==> src/rtl/conv_fb_arbiter.sv <==
// rtl/conv_fb_arbiter.sv - framebuffer port arbiter: display reads, posted conv writes, clear sweep
// Reads win by default; a saturating blocked-cycle counter forces the low-priority agent through.
module conv_fb_arbiter #(
  parameter int                    DATA_WIDTH   = 8,
  parameter int                    ADDR_BITS    = 12,
  parameter int                    DEPTH        = 4096,
  parameter logic [DATA_WIDTH-1:0] CLEAR_VALUE  = '0,
  parameter int                    STARVE_LIMIT = 16
) (
  input  logic                  clk,
  input  logic                  rst_n,
  input  logic                  rd_req,
  input  logic [ADDR_BITS-1:0]  rd_addr,
  output logic [DATA_WIDTH-1:0] rd_data,
  output logic                  rd_valid,
  output logic                  rd_miss,
  input  logic                  wr_valid,
  output logic                  wr_ready,
  input  logic [ADDR_BITS-1:0]  wr_addr,
  input  logic [DATA_WIDTH-1:0] wr_data,
  input  logic                  clr_start,
  output logic                  clr_busy,
  output logic                  clr_done,
  output logic                  mem_en,
  output logic                  mem_we,
  output logic [ADDR_BITS-1:0]  mem_addr,
  output logic [DATA_WIDTH-1:0] mem_wdata,
  input  logic [DATA_WIDTH-1:0] mem_rdata
);

  typedef enum logic {IDLE, CLEAR} state_t;

  localparam logic [7:0]           LIMIT     = 8'(STARVE_LIMIT);
  localparam logic [ADDR_BITS-1:0] LAST_ADDR = ADDR_BITS'(DEPTH - 1);

  state_t                state, state_nxt;
  logic                  buf_full;
  logic [ADDR_BITS-1:0]  buf_addr;
  logic [DATA_WIDTH-1:0] buf_data;
  logic [ADDR_BITS-1:0]  sweep_addr;
  logic [7:0]            starve_cnt;
  logic                  rd_p1, miss_p1;
  logic                  low_elig, force_low, grant_rd, grant_low, drop_rd;
  logic                  accept, sweep_last;

  always_comb begin
    low_elig   = (state == CLEAR) || buf_full;
    force_low  = low_elig && (starve_cnt == LIMIT);
    grant_rd   = rd_req && !force_low;
    drop_rd    = rd_req && force_low;
    grant_low  = low_elig && (force_low || !rd_req);
    accept     = wr_valid && wr_ready;
    sweep_last = (state == CLEAR) && grant_low && (sweep_addr == LAST_ADDR);
  end

  // A clr_start always wins over sweep completion, so a restart on the last address keeps sweeping.
  always_comb begin
    state_nxt = state;
    if (state == IDLE) begin
      if (clr_start) state_nxt = CLEAR;
    end else begin
      if (!clr_start && sweep_last) state_nxt = IDLE;
    end
  end

  always_comb begin
    mem_en    = grant_rd || grant_low;
    mem_we    = grant_low;
    mem_addr  = '0;
    mem_wdata = '0;
    if (grant_rd) begin
      mem_addr = rd_addr;
    end else if (grant_low) begin
      if (state == CLEAR) begin
        mem_addr  = sweep_addr;
        mem_wdata = CLEAR_VALUE;
      end else begin
        mem_addr  = buf_addr;
        mem_wdata = buf_data;
      end
    end
  end

  assign clr_busy = (state == CLEAR);

  always_ff @(posedge clk or negedge rst_n) begin
    if (!rst_n) begin
      state      <= IDLE;
      clr_done   <= 1'b0;
      sweep_addr <= '0;
      buf_full   <= 1'b0;
      buf_addr   <= '0;
      buf_data   <= '0;
      wr_ready   <= 1'b1;
      starve_cnt <= '0;
      rd_p1      <= 1'b0;
      miss_p1    <= 1'b0;
      rd_valid   <= 1'b0;
      rd_miss    <= 1'b0;
      rd_data    <= '0;
    end else begin
      state    <= state_nxt;
      clr_done <= !clr_start && sweep_last;

      if (clr_start) begin
        sweep_addr <= '0;
      end else if ((state == CLEAR) && grant_low) begin
        sweep_addr <= sweep_last ? '0 : sweep_addr + 1'b1;
      end

      // The buffered write only drains in IDLE; during a sweep it is parked.
      if (accept) begin
        buf_full <= 1'b1;
        buf_addr <= wr_addr;
        buf_data <= wr_data;
      end else if (grant_low && (state == IDLE)) begin
        buf_full <= 1'b0;
      end
      wr_ready <= accept ? 1'b0 : !buf_full;

      if (!low_elig || grant_low) begin
        starve_cnt <= '0;
      end else if (starve_cnt != LIMIT) begin
        starve_cnt <= starve_cnt + 8'd1;
      end

      rd_p1    <= grant_rd;
      miss_p1  <= drop_rd;
      rd_valid <= rd_p1;
      rd_miss  <= miss_p1;
      if (rd_p1) rd_data <= mem_rdata;
    end
  end

endmodule
==> config.mk <==
export PLATFORM = sky130hd
export DESIGN_NAME = conv_fb_arbiter
export DESIGN_NICKNAME = d
export VERILOG_FILES = /design/src/rtl/conv_fb_arbiter.sv
export SDC_FILE = /design/constraint.sdc
export NUM_CORES = 1
export LEC_CHECK = 0
export ABC_AREA = 1
export CORE_AREA = 2 2 79 81
export CTS_CLUSTER_SIZE = 30
export DETAILED_ROUTE_END_ITERATION = 8
export DIE_AREA = 0 0 81 83
export PLACE_DENSITY = 0.8
export SLEW_MARGIN = 5
export SYNTH_ARGS = -nofsm -noshare
export SYNTH_HDL_FRONTEND = slang
export SYNTH_SLANG_ARGS = --single-unit
==> constraint.sdc <==
create_clock -name clk -period 2.5 [get_ports clk]
set_input_delay 0.25 -clock clk [delete_from_list [all_inputs] [get_ports clk]]
set_output_delay 0.25 -clock clk [all_outputs]
set_load 0.02 [all_outputs]
## Yosys cells after proc, flatten, opt, wreduce, memory -nomap -nowiden

Cells that the tools add are included.

| storage, ports and cells | value |
|---|---|
| bits in registers | 56 |
| output and inout bits | 35 |
| input port bits | 45 |
| word-level logic and storage cells | 57 |

| operators by class | value |
|---|---|
| bitwise operators | 1 |
| reduce and logical (&&, ||, !) cells | 21 |
| muxes and demuxes | 17 |
| equal/unequal tests | 3 |
| $add $sub $neg | 2 |

Operator list:

| cell | count |
|---|---|
| $mux 12 | 6 |
| $mux 8 | 5 |
| $add 12x1->12 const B | 1 |
| $eq 12x12->1 const B | 1 |
| $logic_and 1x1->1 | 9 |
| $add 8x1->8 const B | 1 |
| $eq 8x5->1 const B | 1 |
| $ne 8x5->1 const B | 1 |
| $mux 1 | 6 |
| $reduce_bool 2->1 | 3 |
| $logic_not 1->1 | 5 |
| $logic_or 1x1->1 | 4 |
| $not 1->1 | 1 |

## Logic depth before layout (Yosys ltp)

| depth | value |
|---|---|
| depth after elaboration | 9 |
| mapped depth | 11 |
| mapped depth without buffers | 11 |

## Worst setup path after synthesis

OpenSTA, ideal clock, no wires.

| path | value |
|---|---|
| kind | register to output |
| from | register starve_cnt[0] |
| to | output port mem_addr[10] |
| stages on the path, launching flop included | 12 |
| required time | 2,250 ps |
| path buffers | 1 |
| path slack | 735 ps |
| arrival | 1,515 ps |
| path through | dfrtp_1 > inv_1 > ha_1 > nand2_1 > nor2_1 > nand3_4 > nand2_4 > nand2_4 > nor2_4 > buf_6 > nand2_1 > nand3_1 |

| between the ends | value |
|---|---|
| longest elaborated chain between the ends | 6 |
| elaborated cells between the ends (all ways) | 8 |
| classes of those cells | eq/ne: 1; mux: 2; reduce/logical: 5 |

Ends and longest elaborated chain:

| item | line | RTL |
|---|---|---|
| start, declared | 41 | `logic [7:0] starve_cnt;` |
| start signal, assigned | 124 | `starve_cnt <= starve_cnt + 8'd1;` |
| $eq 8x5->1 (*) | 48 | `force_low = low_elig && (starve_cnt == LIMIT);` |
| $logic_and 1x1->1 (*) | 48 |  |
| $logic_or 1x1->1 | 51 | `grant_low = low_elig && (force_low \|\| !rd_req);` |
| $logic_and 1x1->1 | 51 |  |
| $mux 12 | 73 | `end else if (grant_low) begin` |
| $mux 12 (*) | 71 | `if (grant_rd) begin` |
| end, declared | 26 | `output logic [ADDR_BITS-1:0] mem_addr,` |

Mark *: on every way between the ends. The rest lies on a longest branch, timed or not.

## Worst setup path in the final report

| path | value |
|---|---|
| from | register starve_cnt[0] |
| to | output port mem_wdata[7] |

| between the ends | value |
|---|---|
| longest elaborated chain between the ends | 6 |
| elaborated cells between the ends (all ways) | 8 |
| classes of those cells | eq/ne: 1; mux: 2; reduce/logical: 5 |

Ends and longest elaborated chain:

| item | line | RTL |
|---|---|---|
| $eq 8x5->1 (*) | 48 |  |
| $logic_and 1x1->1 (*) | 48 |  |
| $logic_or 1x1->1 | 51 |  |
| $logic_and 1x1->1 | 51 |  |
| $mux 8 | 73 |  |
| $mux 8 (*) | 71 |  |
| end, declared | 27 | `output logic [DATA_WIDTH-1:0] mem_wdata,` |

Marks and branches as above.

==> results by group <==
Route
  – Drt initial violations: 148
  – Routed vias: 2386
  – Via density: slightly below 5
  – Post-route ant nets: 0
  – TritonRoute pass-1 iters: 4
  – DRC Markers: 0
  – Routed wire length: approximately 6400 um
  – Avg WL per Cell: ~13 um

Place
  – Post-DP HPWL: 4920 um
  – GP Congestion: a little over 0.8
  – IO Port Bufs: 79
  – Pre-CTS setup slack: 0.0444 ns
  – Placed standard-cell area: between 0.003 and 0.004 sq mm
  – Placed cells: 470

Yosys
  – Synth warn: 0
  – Mapped Nets: between 300 and 400
  – Ys async rst share: 1.00
  – Post-Syn Instances: approximately 320
  – Post-Synth XOR/XNOR Area: 0.0125
  – Synth top cells by count: nand2_1 (95), dfrtp_1 (55), inv_1 (32)
  – Top cells by area, synth: dfrtp_1 (49%), nand2_1 (13%), mux2_2 (11%)
  – Ys flop type: dfrtp_1
  – Post-synthesis cell type count: 28
  – Register area share after synthesis: 0.499
  – Most common cell in the netlist: nand2_1
  – Synth area leader: dfrtp_1
  – Largest family of logic cells by synthesized area: simple AND/OR/NAND/NOR gates
  – Syn avg cell area: 8.90 sq um
  – Yosys reg bits: 56
  – Synth top area share: 0.489
  – Post-Synth Adder-Cell Area: 0.0133
  – Post-synth EDFFs: 0
  – Simple-gate share of the synthesized area: 0.272
  – Mux share of post-synthesis cell area: 0.112
  – Synth Cell Area: ~0.0028 sq mm
  – Synth Area in Compound Gates: 0.0267

Power and ir drop
  – Design Power: 2.11 mW
  – Comb power frac: 0.202
  – Int Pwr: between 1.5 and 2 mW
  – Worst vdd ir: 0.000303 V
  – Switching share of power: 0.270
  – Clk pwr share: 0.234
  – Psw: 0.570 mW
  – Sequential Power Share: 0.564
  – Leak pwr: 1.80 nW
  – PD cells: 563 mW/mm^2

Timing
  – Worst Tran Pin Value: a little over 0.7 ns
  – Setup violators final: 0
  – Worst setup margin: 0.176 ns
  – Max Slew Vio Count: 0
  – Final Hold Viols: 28
  – Max Clk Rate: 0.430 GHz
  – RSZ-0062 raised after global routing: false
  – Worst hold slack: -0.0141 ns
  – Period Utilization, post-route: 0.930
  – Final setup TNS: 0 ns
  – Max Clock Skew: 0.0134 ns
  – Slew headroom: 0.519
  – Fin crit period: 2.32 ns

Run status
  – Outcome: finished, violations left
  – Failing checks: hold timing

Layout
  – Core Util, Final: 0.646
  – Multi-input gate area: 0.00123 sq mm
  – Fillers: 496
  – Nets: ~450
  – Non-Filler Instances: 480
  – Post-layout instance area: 0.00375 sq mm
  – Share of post-route cells with drive strength above 1: 0.185
  – Synth-to-layout area growth: 33.5%
  – Antenna diodes: 0
  – Reg area: 0.00140 sq mm

Floorplanning
  – Die area: 0.00672 sq mm
  – IO Pins: 80
  – Starting Density: 0.484
  – Die W: 81 um
  – Core Box Area: approximately 0.0058 sq mm
  – Core Rows: 28
  – Chip height: 83 um

Clock tree
  – Root buf cell: clkbuf_8
  – H-tree depth: 2
  – Worst-Skew Late Latency: 0.31 ns
  – Worst-path clk slew: 0.11 ns
  – Clock sink total: 56
  – CTS Buffer Depth: 2
  – CTS tree: done
  – CTS Buf Count: 5

Worst setup path
  – CP peak stage delay: around 0.43 ns
  – CP Capture Type: output pin
  – Startpoint type of the worst setup path: register
  – Arr. time, crit path: 2.07 ns
  – Crit path kind: register to output pin
  – Top cell family by delay on the critical path: simple AND/OR/NAND/NOR gates
  – WP buf/inv: 3
  – CP max stage cell: dfrtp_1
  – WP data required: 2.25 ns
  – Critical Path Fanout Max: 9
  – Cell chain of the critical path: inv_1, ha_1, nand2_1, nor2_1, nand3_4, nand2_4, nand2_4, buf_4, nor2_1, dlygate4sd2_1

Global routing
  – Total track usage: 0.203
  – Largest net degree at the start of global routing: 33
  – Vias in the first global route: between 2000 and 2500
  – Gr ovfl total: 0
  – Initial antenna violation count: 0
  – First-pass GRT wire length: 10700 um

Worst hold path
  – Worst hold path type: input pin to async pin

Job
  – Max Cap Viol: 0
[worst paths after layout]
| check | slack (ns) | to | depth (start not counted) | from |
|---|---|---|---|---|
| max | 0.18 | mem_wdata[7] | 10 | starve_cnt[0] |
| min | -0.01 | buf_data[4] | 1 | rst_n |
| min reg2reg | 0.37 | rd_miss | 0 | miss_p1 |
| max in group asynchronous | 1.81 | buf_addr[9] | 2 | rst_n |
| max reg2reg | 0.66 | sweep_addr[6] | 11 | starve_cnt[0] |
| min in group clk | 0.37 | rd_miss | 0 | miss_p1 |
[registers in the layout, summed over array words and instances, names as in the netlist]
signal,flops
buf_addr,12
sweep_addr,12
wr_ready,1
miss_p1,1
rd_miss,1
clr_busy,1
clr_done,1
buf_full,1
rd_p1,1
rd_valid,1
buf_data,8
rd_data,8
starve_cnt,8
[cell families (layout without fill, tap and decap cells)]
group	Yosys count	in the layout
compound gates	10	10
xor+xnor	4	4
fa+ha+maj	3	3
buf+inv	43	132
flops	56	56
mux	28	28
simple gates	172	172
[repair_timing]
action / 4_1_cts / 5_1_grt
setup buffers: 2 / 0
gates resized for setup: 21 / 24
endpoints found under the setup margin: 21 / 12
pin swaps: 1 / 0
hold buffers: 0 / 0
[cell type report]
class,instances,share of cell area
clock buffer,5,0.0183
clock inverter,3,0.00566
inverter,33,0.0330
multi-input combinational,217,0.327
sequential,56,0.374
tap,75,0.0250
timing repair buffer,91,0.218
[power groups by stage]
| stage | clock [mW] | sequential [mW] | combinational [mW] |
|---|---|---|---|
| final | 0.496 | 1.19 | 0.427 |
| after global routing | 0.552 | 1.22 | 0.470 |
| after CTS | 0.509 | 1.19 | 0.437 |
| after detailed placement | 0 | 1.21 | 0.445 |
| after global placement | 0 | 1.20 | 0.432 |
| after floorplan | 0 | 1.20 | 0.240 |
[cells in the final DEF (no fill, tap or decap)]
cell | netlist | routed
dfstp_2 | 1 | 1
clkbuf_8 | 0 | 5
inv_6 | 0 | 1
buf_12 | 0 | 1
o21ai_2 | 2 | 2
o21ai_0 | 3 | 3
inv_2 | 1 | 1
dlygate4sd2_1 | 0 | 9
o211ai_1 | 1 | 1
clkinv_2 | 0 | 1
nand2_4 | 3 | 3
nor2_1 | 30 | 30
dfrtp_1 | 55 | 55
nor3_1 | 5 | 5
or2_2 | 2 | 2
nand2_1 | 95 | 95
nor2_2 | 1 | 1
clkinvlp_4 | 0 | 1
nand3_1 | 21 | 21
nand3_4 | 1 | 1
nor2_4 | 1 | 1
mux2_2 | 28 | 28
ha_1 | 3 | 3
a21oi_1 | 2 | 2
a31o_2 | 1 | 1
a21oi_4 | 1 | 1
nor3b_1 | 2 | 2
clkdlybuf4s50_1 | 0 | 57
xor2_1 | 4 | 4
inv_1 | 32 | 32
clkbuf_2 | 0 | 12
buf_2 | 5 | 1
buf_4 | 2 | 11
nand4_1 | 11 | 11
[per-layer routing]
metal | GRT usage | vias to the layer above | part of all wire
met2 | 0.358 | 47 | 0.52
met3 | 0.0370 | 5 | 0.046
met5 | 0 | - | 0
li1 | - | 1187 | -
met1 | 0.255 | 1147 | 0.42
met4 | 0.0493 | 0 | 0.0068
Power figures use the tool's default switching activity.
